===== src/rtl/cbp_mb_ctrl.sv =====
// Per-macroblock coded_block_pattern collector and Intra_4x4 CBP ue(v) codeword generator.
// Latency: mb_done_i at edge t -> cbp_o/cbp_valid_o and code_valid_o after edge t+1.
// Backpressure: codeword held stable on code_valid_o until code_ready_i; new MBs ignored while busy_o.
module cbp_mb_ctrl (
  input  logic        clk,
  input  logic        rst_n,
  input  logic        mb_start_i,
  input  logic        mb_i16_i,
  input  logic        blk_valid_i,
  input  logic [1:0]  blk_type_i,
  input  logic [3:0]  blk_idx_i,
  input  logic        blk_nz_i,
  input  logic        mb_done_i,
  output logic [5:0]  cbp_o,
  output logic        cbp_valid_o,
  output logic [10:0] code_bits_o,
  output logic [3:0]  code_len_o,
  output logic        code_valid_o,
  input  logic        code_ready_i,
  output logic        busy_o
);

  localparam logic [1:0] IDLE    = 2'd0;
  localparam logic [1:0] COLLECT = 2'd1;
  localparam logic [1:0] MAP     = 2'd2;
  localparam logic [1:0] OUT     = 2'd3;

  logic [1:0] state;
  logic [3:0] luma_acc;
  logic       dc_acc;
  logic       ac_acc;
  logic       i16;

  logic [1:0] chroma;
  logic [5:0] cbp_nxt;
  logic [5:0] code_num;
  logic [5:0] v;
  logic [2:0] k;

  // Intra_4x4 CBP -> codeNum, inverse of the Intra column of the 4:2:0 mapping table.
  function automatic logic [5:0] cbp_to_code(input logic [5:0] cbp);
    logic [5:0] c;
    case (cbp)
      6'd0:  c = 6'd3;   6'd1:  c = 6'd29;  6'd2:  c = 6'd30;  6'd3:  c = 6'd17;
      6'd4:  c = 6'd31;  6'd5:  c = 6'd18;  6'd6:  c = 6'd37;  6'd7:  c = 6'd8;
      6'd8:  c = 6'd32;  6'd9:  c = 6'd38;  6'd10: c = 6'd19;  6'd11: c = 6'd9;
      6'd12: c = 6'd20;  6'd13: c = 6'd10;  6'd14: c = 6'd11;  6'd15: c = 6'd2;
      6'd16: c = 6'd16;  6'd17: c = 6'd33;  6'd18: c = 6'd34;  6'd19: c = 6'd21;
      6'd20: c = 6'd35;  6'd21: c = 6'd22;  6'd22: c = 6'd39;  6'd23: c = 6'd4;
      6'd24: c = 6'd36;  6'd25: c = 6'd40;  6'd26: c = 6'd23;  6'd27: c = 6'd5;
      6'd28: c = 6'd24;  6'd29: c = 6'd6;   6'd30: c = 6'd7;   6'd31: c = 6'd1;
      6'd32: c = 6'd41;  6'd33: c = 6'd42;  6'd34: c = 6'd43;  6'd35: c = 6'd25;
      6'd36: c = 6'd44;  6'd37: c = 6'd26;  6'd38: c = 6'd46;  6'd39: c = 6'd12;
      6'd40: c = 6'd45;  6'd41: c = 6'd47;  6'd42: c = 6'd27;  6'd43: c = 6'd13;
      6'd44: c = 6'd28;  6'd45: c = 6'd14;  6'd46: c = 6'd15;  6'd47: c = 6'd0;
      // chroma never exceeds 2, so CBP 48..63 is unreachable
      default: c = 6'd0;
    endcase
    return c;
  endfunction

  // CBP assembly, table lookup and ue(v) length from the current accumulators
  always_comb begin
    chroma   = ac_acc ? 2'd2 : (dc_acc ? 2'd1 : 2'd0);
    cbp_nxt  = {chroma, luma_acc};
    code_num = cbp_to_code(cbp_nxt);
    v        = code_num + 6'd1;
    if (v[5])      k = 3'd5;
    else if (v[4]) k = 3'd4;
    else if (v[3]) k = 3'd3;
    else if (v[2]) k = 3'd2;
    else if (v[1]) k = 3'd1;
    else           k = 3'd0;
  end

  // Control FSM and nonzero-flag accumulation
  always_ff @(posedge clk or negedge rst_n) begin
    if (!rst_n) begin
      state    <= IDLE;
      luma_acc <= 4'd0;
      dc_acc   <= 1'b0;
      ac_acc   <= 1'b0;
      i16      <= 1'b0;
    end else begin
      case (state)
        IDLE: begin
          if (mb_start_i) begin
            state    <= COLLECT;
            luma_acc <= 4'd0;
            dc_acc   <= 1'b0;
            ac_acc   <= 1'b0;
            i16      <= mb_i16_i;
          end
        end
        COLLECT: begin
          if (mb_start_i) begin
            // restart discards the partial macroblock, including any flag this cycle
            luma_acc <= 4'd0;
            dc_acc   <= 1'b0;
            ac_acc   <= 1'b0;
            i16      <= mb_i16_i;
          end else begin
            if (blk_valid_i) begin
              case (blk_type_i)
                2'd0: luma_acc[blk_idx_i[3:2]] <= luma_acc[blk_idx_i[3:2]] | blk_nz_i;
                2'd1: dc_acc <= dc_acc | blk_nz_i;
                2'd2: ac_acc <= ac_acc | blk_nz_i;
                default: ;
              endcase
            end
            if (mb_done_i) state <= MAP;
          end
        end
        MAP: state <= i16 ? IDLE : OUT;
        OUT: if (code_ready_i) state <= IDLE;
        default: state <= IDLE;
      endcase
    end
  end

  // Registered CBP report and codeword handshake
  always_ff @(posedge clk or negedge rst_n) begin
    if (!rst_n) begin
      cbp_o        <= 6'd0;
      cbp_valid_o  <= 1'b0;
      code_bits_o  <= 11'd0;
      code_len_o   <= 4'd0;
      code_valid_o <= 1'b0;
    end else begin
      cbp_valid_o <= 1'b0;
      if (state == MAP) begin
        cbp_o       <= cbp_nxt;
        cbp_valid_o <= 1'b1;
        if (!i16) begin
          code_bits_o  <= {5'd0, v};
          code_len_o   <= {k, 1'b1};
          code_valid_o <= 1'b1;
        end
      end else if (state == OUT && code_ready_i) begin
        code_valid_o <= 1'b0;
      end
    end
  end

  assign busy_o = (state != IDLE);

endmodule


===== config.mk =====
export PLATFORM = sky130hd
export DESIGN_NAME = cbp_mb_ctrl
export DESIGN_NICKNAME = d
export VERILOG_FILES = /design/src/rtl/cbp_mb_ctrl.sv
export SDC_FILE = /design/constraint.sdc
export NUM_CORES = 1
export LEC_CHECK = 0
export ABC_AREA = 1
export BUFFER_PORTS_ARGS = -buffer_cell sky130_fd_sc_hd__buf_2
export CORE_ASPECT_RATIO = 0.6
export CORE_MARGIN = 4
export CORE_UTILIZATION = 55
export DETAILED_ROUTE_END_ITERATION = 10
export PLACE_DENSITY = 0.81
export SYNTH_ARGS = -nofsm -noshare
export SYNTH_HDL_FRONTEND = slang
export SYNTH_SLANG_ARGS = --single-unit

===== constraint.sdc =====
create_clock -name clk -period 3 [get_ports clk]
set_clock_uncertainty 0.15 [all_clocks]
set_input_delay 0 -clock clk [delete_from_list [all_inputs] [get_ports clk]]
set_output_delay 0 -clock clk [all_outputs]
set_load 0.03 [all_outputs]

==> results of run 1 <==
layer usage:
metal	track usage [%]	part of all wire [%]
met5	0	0
met4	4.08	0.47
met3	4.20	7.4
met2	31.8	42
met1	31.0	50
cells in the final DEF, fill, tap and decap left out, types with 2 or more instances in the layout:
master / count
nand2_1: 83
buf_2: 30
nand3_1: 27
dfrtp_1: 26
inv_1: 23
dlygate4sd3_1: 15
a21oi_1: 14
o21ai_0: 14
nor2_1: 13
ha_1: 9
inv_2: 8
conb_1: 5
nand2_2: 4
nand4_1: 4
o21ai_1: 3
or2_2: 3
clkbuf_8: 3
nor2_2: 2
nand3_2: 2
buf_4: 2
logic make-up (layout without fill, tap and decap cells):
| group | after synthesis | after routing | share of synthesized area (%) |
|---|---|---|---|
| adders and majority gates | 9 | 9 | 6.06 |
| buffers and inverters | 42 | 82 | 10.2 |
| DFF | 27 | 27 | 36.3 |
| xor gates and xnor gates | 1 | 1 | 0.471 |
| and+or+nand+nor | 141 | 141 | 33.3 |
| AOI/OAI and AO/OA | 42 | 42 | 13.4 |
| other | 1 | 5 | 0.202 |
where the power goes:
part / switching, uW / leakage, uW / internal (uW)
combinational: 890 / 0.000799 / 428
sequential: 106 / 0.000338 / 497
clock: 117 / 0.0000217 / 94.4
total: 1110 / 0.00116 / 1020
how the worst max path moves through the flow:
stage | cells past startpoint | start | endpoint
after floorplan | 14 | luma_acc[0] | code_len_o[2]
after global placement | 16 | luma_acc[0] | code_len_o[3]
after detailed placement | 16 | luma_acc[0] | code_len_o[3]
after CTS | 16 | luma_acc[0] | code_len_o[3]
after global routing | 14 | luma_acc[1] | code_len_o[2]
final | 16 | luma_acc[0] | code_len_o[3]
through the flow:
step	power [uW]	area [um^2]	hold slack (ns)	setup slack [ns]
finish	2130	2220	0.101	0.416
global placement	1880	2020	-0.0969	0.310
detailed placement	1900	2020	-0.104	0.348
global route	2340	2220	0.142	0.118
floorplan	1610	1870	-0.446	0.634
CTS	2130	2220	0.0957	0.313
timing repair:
item / in CTS / in global routing
endpoints found under the hold margin: 37 / 0
hold buffers: 15 / 0
resized for setup: 0 / 1
endpoints found under the setup margin: 0 / 1
area by class of cell:
cell class              instances  area (um^2)
fillers                       283         1020
multi-input cells             198         1010
flip-flops and latches         27          677
repair buffers                 47          315
inverters                      31          116
well taps                      45         56.3
clock buffers                   3         41.3
clock inverters                 1         7.51
flip-flops by register name (all words and copies together) (netlist names):
| register | cells |
|---|---|
| luma_acc | 4 |
| code_bits_o | 6 |
| i16 | 1 |
| ac_acc | 1 |
| dc_acc | 1 |
| state | 2 |
| code_valid_o | 1 |
| cbp_o | 6 |
| code_len_o | 4 |
| cbp_valid_o | 1 |
critical path: cells and delay by family, from the launching register on:
kind                       cells  cell delay [ns]
and+or+nand+nor                7             0.58
DFF                            1             0.48
AOI/OAI and AO/OA              3             0.46
adders and majority gates      2             0.43
buffers and inverters          4             0.40
cells in the mapped netlist:
library cell  number
clkbuf_1           2
conb_1             1
buf_4              6
inv_2              8
nand3_1           27
nor2_1            13
o21a_1             1
xor2_1             1
nand4_1            4
nand3_2            2
o21ai_1            3
a21oi_2            1
o2111ai_1          1
buf_2              2
inv_1             23
or2_2              3
dfrtp_1           27
a21oi_4            1
a211oi_1           1
a21oi_1           14
nand2_1           83
o211ai_1           1
nor2_4             1
or2_1              1
o31ai_1            1
o21ai_0           14
o21bai_1           1
ha_1               9
nor2_2             2
nand2_2            4
nor3_1             1
a31oi_1            1
a31o_2             1
buf_6              1
a21boi_0           1
==> run_results.csv, run 1 <==
group,metric,value,unit
status,status,"finished, final reports clean",
setup_path,required,3.02,ns
setup_path,worst-setup-path-type,"reg2reg",
sta,hold_violations,0,
routing,routedWlPerCell,12.0,um
setup_path,startpoint_type,"flop",
floorplanning,die-area,4410,um^2
sta,slew_headroom,60.4,%
cells_and_area,n_antenna_cell,0,
placed_design,portBuffers,30,
floorplanning,start_util,57.3,%
pwr,vdd_drop_max,0.640,mV
cells_and_area,layout.nets,331,
placed_design,post-place-cells,333,
global_route,grt_max_degree,28,
routing,drc,0,
sta,setup_viol,0,
clock_network,insertion_delay,0.27,ns
clock_network,htree_levels,1,
placed_design,dp_hpwl,3240,um
floorplanning,die_w,83.1,um
floorplanning,die_h,53.0,um
setup_path,crit_top_cell,"nand2_1",
routing,num_vias,1846,
synthesis,ys_warn_count,0,
flow_run,cap_violations,0,
global_route,grt-ovfl-total,0,
setup_path,regToRegEndpoint,"code_len_o[3]",
cells_and_area,postLayoutCoreUtil,68.5,%
synthesis,synth_area_leaders,"dfrtp_1 36%, nand2_1 17%, nand3_1 7.3%",
synthesis,syn_area_per_cell,7.07,um^2
pwr,powerDensity,959,nW/um^2
sta,max_freq,0.387,GHz
setup_path,arrival,2.61,ns
floorplanning,core_area,3240,um^2
clock_network,cts_root_buf,"clkbuf_8",
sta,fin_crit_sh,86.1,%
sta,tightest_slew,0.594,ns
synthesis,synth.distinct_cells,35,
sta,period_needed,2.58,ns
global_route,grt_pass1_vias,1610,
sta,finalSetupTns,0,ns
setup_path,r2r_start,"luma_acc[0]",
setup_path,critPathMaxStageDelay,0.48,ns
clock_network,post_cts_buffers,0,
routing,routed_wl,4210,um
clock_network,path_clk_slew,0.09,ns
cells_and_area,drive_gt1_share,19.5,%
floorplanning,fp-row-count,16,
clock_network,clockBufferDepth,2,
sta,slew_viol_final,0,
synthesis,ys_seq_elements,27,
cells_and_area,area_delta_synth_final,19.5,%
setup_path,reg2regPathDepth,16,
sta,rsz0062_at_grt,"false",
floorplanning,ioPinCount,38,
synthesis,synth_area,1860,um^2
setup_path,cp-end-kind,"flop",
global_route,grt_use_total,21.0,%
setup_path,slowest_stage,"dfrtp_2",
global_route,antenna_found_initial,0,
cells_and_area,layout.cells.non_filler,352,
routing,via_per_inst,5.24,
clock_network,numCtsBuffers,3,
synthesis,yosysTopAreaCell,"dfrtp_1",
setup_path,r2r_slack,0.42,ns
synthesis,seq_area_frac_synth,36.3,%
synthesis,synth_cells,263,
synthesis,synth_top_area_share,36.3,%
routing,ant_nets,0,
setup_path,path_max_fanout,9,
placed_design,place.gp.congestion,0.919,
setup_path,path_cells,"inv_1 -> buf_4 -> ha_1 -> nand2_1 -> nand3_1 -> nand3_1 -> nand2_1 -> a21oi_4 -> ha_1 -> nand2_1 -> o21bai_1 -> nand2_1 -> inv_2 -> nand2_1 -> o21ai_1 -> inv_1",
pwr,p_leak,0.00116,uW
clock_network,clock_sinks,27,
clock_network,cts_tree,"built",
routing,first_pass_iters,4,
global_route,grt_pass1_wl,7450,um
routing,drtIter0Drc,202,
min_path,hp-class,"in2async",
No activity file was read; power rests on OpenSTA's default activity.
==> inputs of run 2 (changes only) <==
==> constraint.sdc (replaced) <==
create_clock -name clk -period 3 [get_ports clk]
set_clock_uncertainty 0.15 [all_clocks]
set_input_delay 0.6 -clock clk [delete_from_list [all_inputs] [get_ports clk]]
set_output_delay 0.6 -clock clk [all_outputs]
set_load 0.03 [all_outputs]
==> run 2 against run 1 <==
  * Core utilization shrank 4.2 points
  * Count of clock-buffer cells in the layout did not move
  * First-iteration DRC count shrank 21%
  * Fmax is 1.3% higher
  * Critical path depth down 2
==> run_results.csv, run 2 (synthesized netlist as in run 1, its figures left out) <==
group,metric,value,unit
status,status,"finished, final reports clean",
floorplanning,die-area,4410,um^2
routing,routedWlPerCell,12.2,um
setup_path,arrival,2.58,ns
cells_and_area,nFillCells,300,
placed_design,place_area,2040,um^2
global_route,grt_pass1_vias,1596,
global_route,grt_max_degree,28,
cells_and_area,n_antenna_cell,0,
clock_network,clock_sinks,27,
sta,tightest_slew,0.591,ns
clock_network,postCtsHoldBufs,0,
clock_network,insertion_delay,0.29,ns
setup_path,path_max_fanout,16,
sta,hold_violations,0,
sta,hold_slack,0.154,ns
setup_path,cp_num_buf_inv,3,
global_route,grt_use_total,20.6,%
clock_network,cts_root_buf,"clkbuf_8",
cells_and_area,reg.largest.list,"cbp_o: 6 flops, code_bits_o: 6 flops",
cells_and_area,final_common_cell,"nand2_1",
floorplanning,ioPinCount,38,
pwr,power.switching,1120,uW
routing,ant_nets,0,
placed_design,place.gp.congestion,0.920,
setup_path,crit_top_cell,"nand2_1",
sta,finalSetupTns,0,ns
clock_network,cts_tree,"built",
floorplanning,fp-row-count,16,
setup_path,critPathMaxStageDelay,0.64,ns
sta,slew_viol_final,0,
setup_path,required,3.03,ns
sta,rsz0062_at_grt,"false",
routing,via_per_inst,5.24,
placed_design,portBuffers,30,
sta,setup_viol,0,
floorplanning,die_w,83.1,um
clock_network,htree_levels,1,
flow_run,cap_violations,0,
clock_network,cts_resized,0,
sta,period_needed,2.55,ns
clock_network,post_cts_buffers,0,
pwr,p_leak,0.00112,uW
sta,setup_ws,0.450,ns
floorplanning,core_area,3240,um^2
sta,max_freq,0.392,GHz
setup_path,startpoint_type,"flop",
sta,slew_headroom,60.6,%
global_route,grt_pass1_wl,7220,um
clock_network,clockBufferDepth,2,
setup_path,slowest_stage,"dfrtp_1",
placed_design,dp_hpwl,3240,um
setup_path,path_cells,"inv_2 -> nand2_1 -> nand3_1 -> nand3_1 -> nand2_1 -> a21oi_4 -> ha_1 -> nand2_1 -> o21bai_1 -> nand2_1 -> inv_2 -> nand2_1 -> o21ai_1 -> inv_1",
routing,first_pass_iters,4,
pwr,switching_share,52.6,%
pwr,powerDensity,1020,nW/um^2
floorplanning,start_util,57.3,%
clock_network,numCtsBuffers,3,
floorplanning,die_h,53.0,um
sta,fin_crit_sh,85.0,%
setup_path,worst-setup-path-type,"reg2reg",
routing,drtIter0Drc,159,
cells_and_area,layout.nets,318,
cells_and_area,design_area,2090,um^2
global_route,grt-ovfl-total,0,
global_route,antenna_found_initial,0,
setup_path,cp-end-kind,"flop",
cells_and_area,mostFrequentLayoutCells,"83 x nand2_1, 30 x buf_2, 27 x nand3_1, 27 x dfrtp_1, 23 x inv_1",
pwr,p_clk_share,10.6,%
min_path,hp-class,"in2async",
pwr,pwr-share-seq,28.0,%
setup_path,cpLargestDelayFamily,"flip-flops",
cells_and_area,drive_gt1_share,20.7,%
clock_network,path_clk_slew,0.11,ns
pwr,comb_power_share,61.5,%
pwr,vdd_drop_max,0.687,mV
pwr,internal-power,1010,uW
pwr,finalPower,2140,uW
placed_design,post-place-ws,0.539,ns
routing,drc,0,
routing,routed_wl,4150,um
cells_and_area,area_delta_synth_final,12.2,%
routing,num_vias,1777,
run 2: changes by cell type in the layout (fill, tap and decap cells not counted), sizes merged:
cell         change
inv              +1
dlygate4sd3     -15
clkinvlp         -1
buf              +2
run 2: final timing paths:
kind / from / endpoint / slack [ns] / cells past startpoint
hold / removal: rst_n / code_bits_o[4] / 0.15 / 1
hold reg to reg: code_len_o[0] / code_len_o[0] / 0.32 / 1
setup reg to reg: luma_acc[2] / code_len_o[3] / 0.45 / 14
min in group clk: code_len_o[0] / code_len_o[0] / 0.32 / 1
setup / recovery: luma_acc[2] / code_len_o[3] / 0.45 / 14
max in group asynchronous: rst_n / cbp_o[1] / 2.15 / 1
run 2: worst reg2reg max path, stage by stage (launching register included):
cell	delay, ns
dfrtp_1	0.64
inv_2	0.24
nand2_1	0.15
nand3_1	0.07
nand3_1	0.09
nand2_1	0.09
a21oi_4	0.21
ha_1	0.23
nand2_1	0.07
o21bai_1	0.11
nand2_1	0.09
inv_2	0.07
nand2_1	0.07
o21ai_1	0.13
inv_1	0.05
run 2: through the flow:
step | util (%) | cells
6_report | 64.4 | 339
5_1_grt | 64.4 | 339
4_1_cts | 64.4 | 339
3_5_place_dp | 62.8 | 335
3_3_place_gp | 62.8 | 335
2_1_floorplan | - | 267
run 2: metal layers:
layer | vias up | track usage (%) | share of wire, %
li1 | 907 | - | -
met1 | 798 | 29.8 | 51
met2 | 60 | 31.4 | 40
met3 | 12 | 4.04 | 6.8
met4 | 0 | 5.98 | 1.4
met5 | - | 0 | 0
run 2: area by class of cell:
type,count,area [um^2],area share [%]
clock buffer,3,41.3,1.98
clock inverter,1,8.76,0.420
inverter,31,116,5.58
multi-input combinational,198,1010,48.3
sequential,27,676,32.4
tap,45,56.3,2.70
timing repair buffer,34,180,8.63
run 2: power groups by stage:
stage	clock [uW]	sequential, uW	combinational [uW]
2_1_floorplan	0	775	834
3_3_place_gp	0	597	1290
3_5_place_dp	0	601	1310
4_1_cts	232	595	1310
5_1_grt	247	616	1500
6_report	226	598	1310
